File: src/rtl/guess_pkg.sv
// Shared definitions for the guessing-game round controller: state
// encoding, attempt-bar LED patterns and the "no best score yet" marker.
package guess_pkg;

  typedef enum logic [1:0] {
    ST_IDLE = 2'd0,
    ST_PLAY = 2'd1,
    ST_WIN  = 2'd2,
    ST_LOSE = 2'd3
  } state_t;

  // Attempt bar is active-low: a 0 bit lights its LED.
  localparam logic [7:0] LED_ALL_ON = 8'h00;
  localparam logic [7:0] LED_OFF    = 8'hFF;
  localparam logic [7:0] LED_LOSE   = 8'hF0;

  localparam logic [3:0] BEST_NONE  = 4'hF;

  // End-of-game display: the lit pattern during the "on" phase and after the
  // blink sequence has finished, everything dark during the "off" phase.
  function automatic logic [7:0] blink_pattern(input logic       phase,
                                               input logic       done,
                                               input logic [7:0] lit);
    return (done || phase) ? lit : LED_OFF;
  endfunction

endpackage

File: src/rtl/blink_timer.sv
// End-of-game blink sequencer: a BLINK_DIV-cycle divider that toggles the
// blink phase at each wrap and counts half-periods until 2*BLINK_NUM of
// them have elapsed, after which it freezes and reports done.
module blink_timer #(
  parameter int BLINK_DIV = 6000000,
  parameter int BLINK_NUM = 3
) (
  input  logic clk,
  input  logic rst,
  input  logic i_start,
  input  logic i_run,
  output logic o_phase,
  output logic o_done
);

  localparam int DIV_W  = (BLINK_DIV > 1) ? $clog2(BLINK_DIV) : 1;
  localparam int HALVES = 2 * BLINK_NUM;
  localparam int HC_W   = (HALVES > 0) ? $clog2(HALVES + 1) : 1;

  logic [DIV_W-1:0] r_div;
  logic [HC_W-1:0]  r_halves;
  logic             r_phase;
  logic             w_wrap;

  assign w_wrap  = (r_div == DIV_W'(BLINK_DIV - 1));
  assign o_done  = (r_halves == HC_W'(HALVES));
  assign o_phase = r_phase;

  // Divider and half-period counter; start re-arms with the phase "on".
  always_ff @(posedge clk or posedge rst) begin
    if (rst) begin
      r_div    <= '0;
      r_halves <= '0;
      r_phase  <= 1'b0;
    end else if (i_start) begin
      r_div    <= '0;
      r_halves <= '0;
      r_phase  <= 1'b1;
    end else if (i_run && !o_done) begin
      if (w_wrap) begin
        r_div    <= '0;
        r_phase  <= ~r_phase;
        r_halves <= r_halves + HC_W'(1);
      end else begin
        r_div    <= r_div + DIV_W'(1);
      end
    end
  end

endmodule

File: src/rtl/guess_round_ctrl.sv
// Round controller behind the two-digit guessing-game core: counts guesses,
// decides win/lose, drives the active-low attempt bar (with an end-of-game
// blink) and remembers the fewest tries of any won round.
module guess_round_ctrl
  import guess_pkg::*;
#(
  parameter int MAX_TRIES = 8,
  parameter int BLINK_DIV = 6000000,
  parameter int BLINK_NUM = 3
) (
  input  logic       clk,
  input  logic       rst,
  input  logic       new_game,
  input  logic       res_valid,
  input  logic [1:0] res_a,
  input  logic [1:0] res_b,
  output logic [7:0] led_n,
  output logic [3:0] tries,
  output logic [3:0] best,
  output logic       win,
  output logic       lose,
  output logic       playing
);

  // One lit LED per allowed try in the low bits, the rest stay dark.
  localparam logic [7:0] BAR_FULL  = 8'(LED_OFF << MAX_TRIES);
  localparam logic [3:0] TRIES_MAX = 4'(MAX_TRIES);

  state_t     r_state;
  state_t     w_state_nxt;
  logic [3:0] r_tries;
  logic [3:0] r_best;
  logic [7:0] r_bar;
  logic [3:0] w_tries_inc;
  logic       w_guess;
  logic       w_hit;
  logic       w_blink_start;
  logic       w_blink_run;
  logic       w_phase;
  logic       w_done;

  // A guess only counts in PLAY and only if no new_game arrives with it.
  assign w_guess     = res_valid && !new_game && (r_state == ST_PLAY);
  assign w_hit       = w_guess && (res_a == 2'd2);
  assign w_tries_inc = r_tries + 4'd1;

  // Re-arm the blink on every new round and on entry to WIN or LOSE.
  assign w_blink_start = new_game || (w_guess && (w_state_nxt != ST_PLAY));
  assign w_blink_run   = (r_state == ST_WIN) || (r_state == ST_LOSE);

  blink_timer #(
    .BLINK_DIV (BLINK_DIV),
    .BLINK_NUM (BLINK_NUM)
  ) u_blink (
    .clk     (clk),
    .rst     (rst),
    .i_start (w_blink_start),
    .i_run   (w_blink_run),
    .o_phase (w_phase),
    .o_done  (w_done)
  );

  // State register.
  always_ff @(posedge clk or posedge rst) begin
    if (rst) r_state <= ST_IDLE;
    else     r_state <= w_state_nxt;
  end

  // Next state: new_game wins over everything; a right guess beats running out.
  always_comb begin
    w_state_nxt = r_state;
    if (new_game) begin
      w_state_nxt = ST_PLAY;
    end else if (w_guess) begin
      if (res_a == 2'd2)                w_state_nxt = ST_WIN;
      else if (w_tries_inc == TRIES_MAX) w_state_nxt = ST_LOSE;
    end
  end

  // Round bookkeeping: try counter, attempt bar and best score (rst-only clear).
  always_ff @(posedge clk or posedge rst) begin
    if (rst) begin
      r_tries <= 4'd0;
      r_bar   <= LED_OFF;
      r_best  <= BEST_NONE;
    end else if (new_game) begin
      r_tries <= 4'd0;
      r_bar   <= BAR_FULL;
    end else if (w_guess) begin
      r_tries             <= w_tries_inc;
      r_bar[r_tries[2:0]] <= 1'b1;
      if (w_hit && (w_tries_inc < r_best))
        r_best <= w_tries_inc;
    end
  end

  // Output decode from registered state, bar and blink phase.
  always_comb begin
    led_n   = LED_OFF;
    win     = 1'b0;
    lose    = 1'b0;
    playing = 1'b0;
    case (r_state)
      ST_PLAY: begin
        playing = 1'b1;
        led_n   = r_bar;
      end
      ST_WIN: begin
        win   = 1'b1;
        led_n = blink_pattern(w_phase, w_done, LED_ALL_ON);
      end
      ST_LOSE: begin
        lose  = 1'b1;
        led_n = blink_pattern(w_phase, w_done, LED_LOSE);
      end
      default: ;
    endcase
  end

  assign tries = r_tries;
  assign best  = r_best;

  // The core never reports more than two digits in total.
  a_res_sum: assert property (@(posedge clk) disable iff (rst)
    res_valid |-> (({1'b0, res_a} + {1'b0, res_b}) <= 3'd2));

endmodule

File: config.mk
export PLATFORM = sky130hd
export DESIGN_NAME = guess_round_ctrl
export DESIGN_NICKNAME = d
export VERILOG_FILES = /design/src/rtl/guess_pkg.sv /design/src/rtl/blink_timer.sv /design/src/rtl/guess_round_ctrl.sv
export SDC_FILE = /design/constraint.sdc
export NUM_CORES = 1
export LEC_CHECK = 0
export ABC_AREA = 1
export BUFFER_PORTS_ARGS = -buffer_cell sky130_fd_sc_hd__buf_2
export CAP_MARGIN = 15
export CORE_MARGIN = 5
export CORE_UTILIZATION = 60
export DETAILED_ROUTE_END_ITERATION = 10
export MAX_ROUTING_LAYER = met4
export PLACE_DENSITY = 0.9
export SLEW_MARGIN = 20
export SYNTH_ARGS = -nofsm -noshare
export SYNTH_HDL_FRONTEND = slang
export SYNTH_HIERARCHICAL = 1
export SYNTH_SLANG_ARGS = --single-unit
export TNS_END_PERCENT = 10
File: constraint.sdc
create_clock -name clk -period 4.56 [get_ports clk]
set_input_delay 0.456 -clock clk [delete_from_list [all_inputs] [get_ports clk]]
set_output_delay 0.456 -clock clk [all_outputs]
set_load 0.02 [all_outputs]
==> results.sh <==
export IMPL_status="finished, final reports clean"
export IMPL_grt_usage=0.215
export IMPL_ys_warn_count=6
export IMPL_synthCells=375
export IMPL_post_cts_buffers=0
export IMPL_layout_nets=415
export IMPL_boundaryPins=27
export IMPL_cts_tree="built"
export IMPL_yosys_cell_count_top_type="nand2_1"
export IMPL_hold_class="input pin to async pin"
export IMPL_max_cap_violations=0
export IMPL_clk_latency_ns=0.31
export IMPL_cts_buffers=5
export IMPL_h_tree_depth=2
export IMPL_cts_resized=0
export IMPL_hold_buffers=0
export IMPL_cp_end_kind="register"
export IMPL_synth_edf_count=0
export IMPL_syn_nets=390
export IMPL_syn_cell_area_um2=2820
export IMPL_overflow=0
export IMPL_syn_to_final_growth_pct=8.61
export IMPL_cts_sinks=45
export IMPL_leakage_nw=1.46
export IMPL_synth_top_cells_by_area="dfrtp_1 (29%), nand2_1 (13%), dfstp_2 (11%)"
export IMPL_fmax_mhz=399
export IMPL_fin_skew_ns=0.00901
export IMPL_startpoint="tries[0]"
export IMPL_yosys_area_top_type_share=0.293
export IMPL_coreArea_um2=4630
export IMPL_ys_seq_area_frac=0.405
export IMPL_fp_dieW_um=78.5
export IMPL_hpwl_mm=4.39
export IMPL_die_area_um2=6170
export IMPL_r2r_start="tries[0]"
export IMPL_finalSetupTns_ns=0
export IMPL_wirelength_mm=5.95
export IMPL_worst_slew_pin_slew_ns=0.685
export IMPL_wl_per_cell_um=13.1
export IMPL_period_share=0.549
export IMPL_synth_commonest_cells="nand2_1 (99), inv_1 (52), nor2_1 (45)"
export IMPL_port_buffer_count=24
export IMPL_ys_ff_latch=45
export IMPL_cp_max_fo=14
export IMPL_setup_violations=0
export IMPL_crit_arrival_ns=2.73
export IMPL_rsz0062_at_grt="false"
export IMPL_grt_antenna_before_repair=0
export IMPL_hold_viol=0
export IMPL_gp_congestion=0.931
export IMPL_worstSetupStartpointType="register"
export IMPL_drive_gt1_frac=0.202
export IMPL_path_clk_slew_ns=0.09
export IMPL_required_ns=4.79
export IMPL_hold_ws_ns=0.207
export IMPL_cts_buffer_depth=2
export IMPL_std_cell_rows=25
export IMPL_grt_max_degree=28
export IMPL_grt_pass1_vias=2370
export IMPL_crit_type="register to register"
export IMPL_ys_types=35
export IMPL_antenna_cells=0
export IMPL_ir_drop_uv=240
export IMPL_via_per_inst=5.40
export IMPL_grt_pass1_wl_mm=10.2
export IMPL_synth_avg_cell_area_um2=7.52
export IMPL_dr_pass1_iters=4
export IMPL_fin_crit_ns=2.50
export IMPL_initial_core_util=0.609
export IMPL_powerDensity_nw_per_um2=297
export IMPL_fp_dieH_um=78.5
export IMPL_drt_initial_drc_count=174
export IMPL_slew_viol_final=0
export IMPL_finish_utilization=0.661
export IMPL_via_count=2459
export IMPL_drc=0
export IMPL_synth_top_area_cell="dfrtp_1"
export IMPL_ant_nets=0
export IMPL_synth_main_ff_cell="dfrtp_1"
export IMPL_ys_async_sr_fraction=1.00
export IMPL_max_slew_margin=0.543
export IMPL_cts_root_buf="clkbuf_8"
-- registers in the layout (all words and copies together) (netlist names) --
| name | cells |
|---|---|
| r_state | 2 |
| tries | 4 |
| u_blink/o_phase | 1 |
| u_blink/r_halves | 3 |
| r_bar | 8 |
| u_blink/r_div | 23 |
| best | 4 |
-- cell usage in the layout, fill, tap and decap left out, types with 2 or more instances in the layout --
cell / netlist / final
nand4_1: 14 / 14
buf_2: 1 / 24
nor3_1: 7 / 7
nor2_1: 45 / 45
dfstp_2: 12 / 12
nand2_2: 4 / 4
xnor2_1: 2 / 2
nor2_4: 5 / 5
nand3_1: 23 / 23
o21bai_1: 3 / 3
nand2_4: 3 / 3
dfrtp_1: 33 / 33
nand2_1: 99 / 99
nand3_4: 2 / 2
clkinv_2: 1 / 2
nor2_2: 13 / 13
a21oi_1: 16 / 16
clkbuf_8: 0 / 5
xor2_1: 6 / 6
ha_1: 7 / 7
nand3_2: 4 / 4
inv_1: 52 / 51
inv_2: 2 / 3
o21ai_0: 9 / 9
-- power breakdown --
part,internal (mW),total (mW),switching [mW]
clock,0.163,0.302,0.139
sequential,0.426,0.445,0.0189
combinational,0.0504,0.162,0.111
total,0.640,0.909,0.270
-- stage by stage --
step | total power, mW | cells | setup slack (ns) | instance area, um2
after floorplan | 0.570 | 375 | 2.50 | 2820
after global placement | 0.604 | 447 | 2.21 | 2950
after detailed placement | 0.611 | 447 | 2.12 | 2950
after CTS | 0.914 | 455 | 2.09 | 3060
after global routing | 0.950 | 455 | 1.84 | 3060
final | 0.909 | 455 | 2.06 | 3060
-- layer usage --
metal / up-vias / wire length, um / global-route usage / share of wire
met5: - / 0 / - / 0
met4: 0 / 85 / 0.107 / 0.014
met3: 9 / 319 / 0.0401 / 0.054
met2: 69 / 2940 / 0.343 / 0.50
met1: 1151 / 2600 / 0.263 / 0.44
li1: 1230 / - / - / -
-- kinds of logic (layout without fill, tap and decap cells) --
family / after synthesis / count (layout) / share of synthesized area
xor+xnor: 8 / 8 / 0.0249
flops: 45 / 45 / 0.405
compound gates: 31 / 31 / 0.0608
simple gates: 222 / 222 / 0.384
buf+inv: 62 / 88 / 0.0945
fa+ha+maj: 7 / 7 / 0.0311
-- worst max-delay path, cell delays in order, from the launching register on --
cell     delay, ns
dfrtp_1       0.48
nand3_1       0.16
nand2_1       0.06
nand2_1       0.18
nand3_1       0.12
nand3_1       0.09
nand2_1       0.06
nand2_1       0.13
inv_1         0.18
nand2_4       0.23
inv_1         0.19
nor2_1        0.19
nand3_1       0.10
nand2_1       0.07
nand2_1       0.05
nor2_1        0.11
-- path summary, 6_finish.rpt --
path | cells after the start | slack (ns) | endpoint
max in group asynchronous | 2 | 3.87 | r_state[1]
min in group clk | 2 | 0.40 | r_bar[5]
max | 15 | 2.06 | u_blink/r_div[21]
max reg2reg | 15 | 2.06 | u_blink/r_div[21]
min | 2 | 0.21 | u_blink/r_halves[1]
min reg2reg | 2 | 0.48 | best[0]
-- final cells by class --
| type | instances | area [um2] |
|---|---|---|
| fillers | 376 | 1570 |
| multi-input cells | 268 | 1410 |
| flip-flops and latches | 45 | 1140 |
| inverters | 56 | 214 |
| repair buffers | 24 | 120 |
| clock buffers | 6 | 72.6 |
| well taps | 54 | 67.6 |
| clock inverters | 2 | 35.0 |
(Power assumes the default switching activity.)
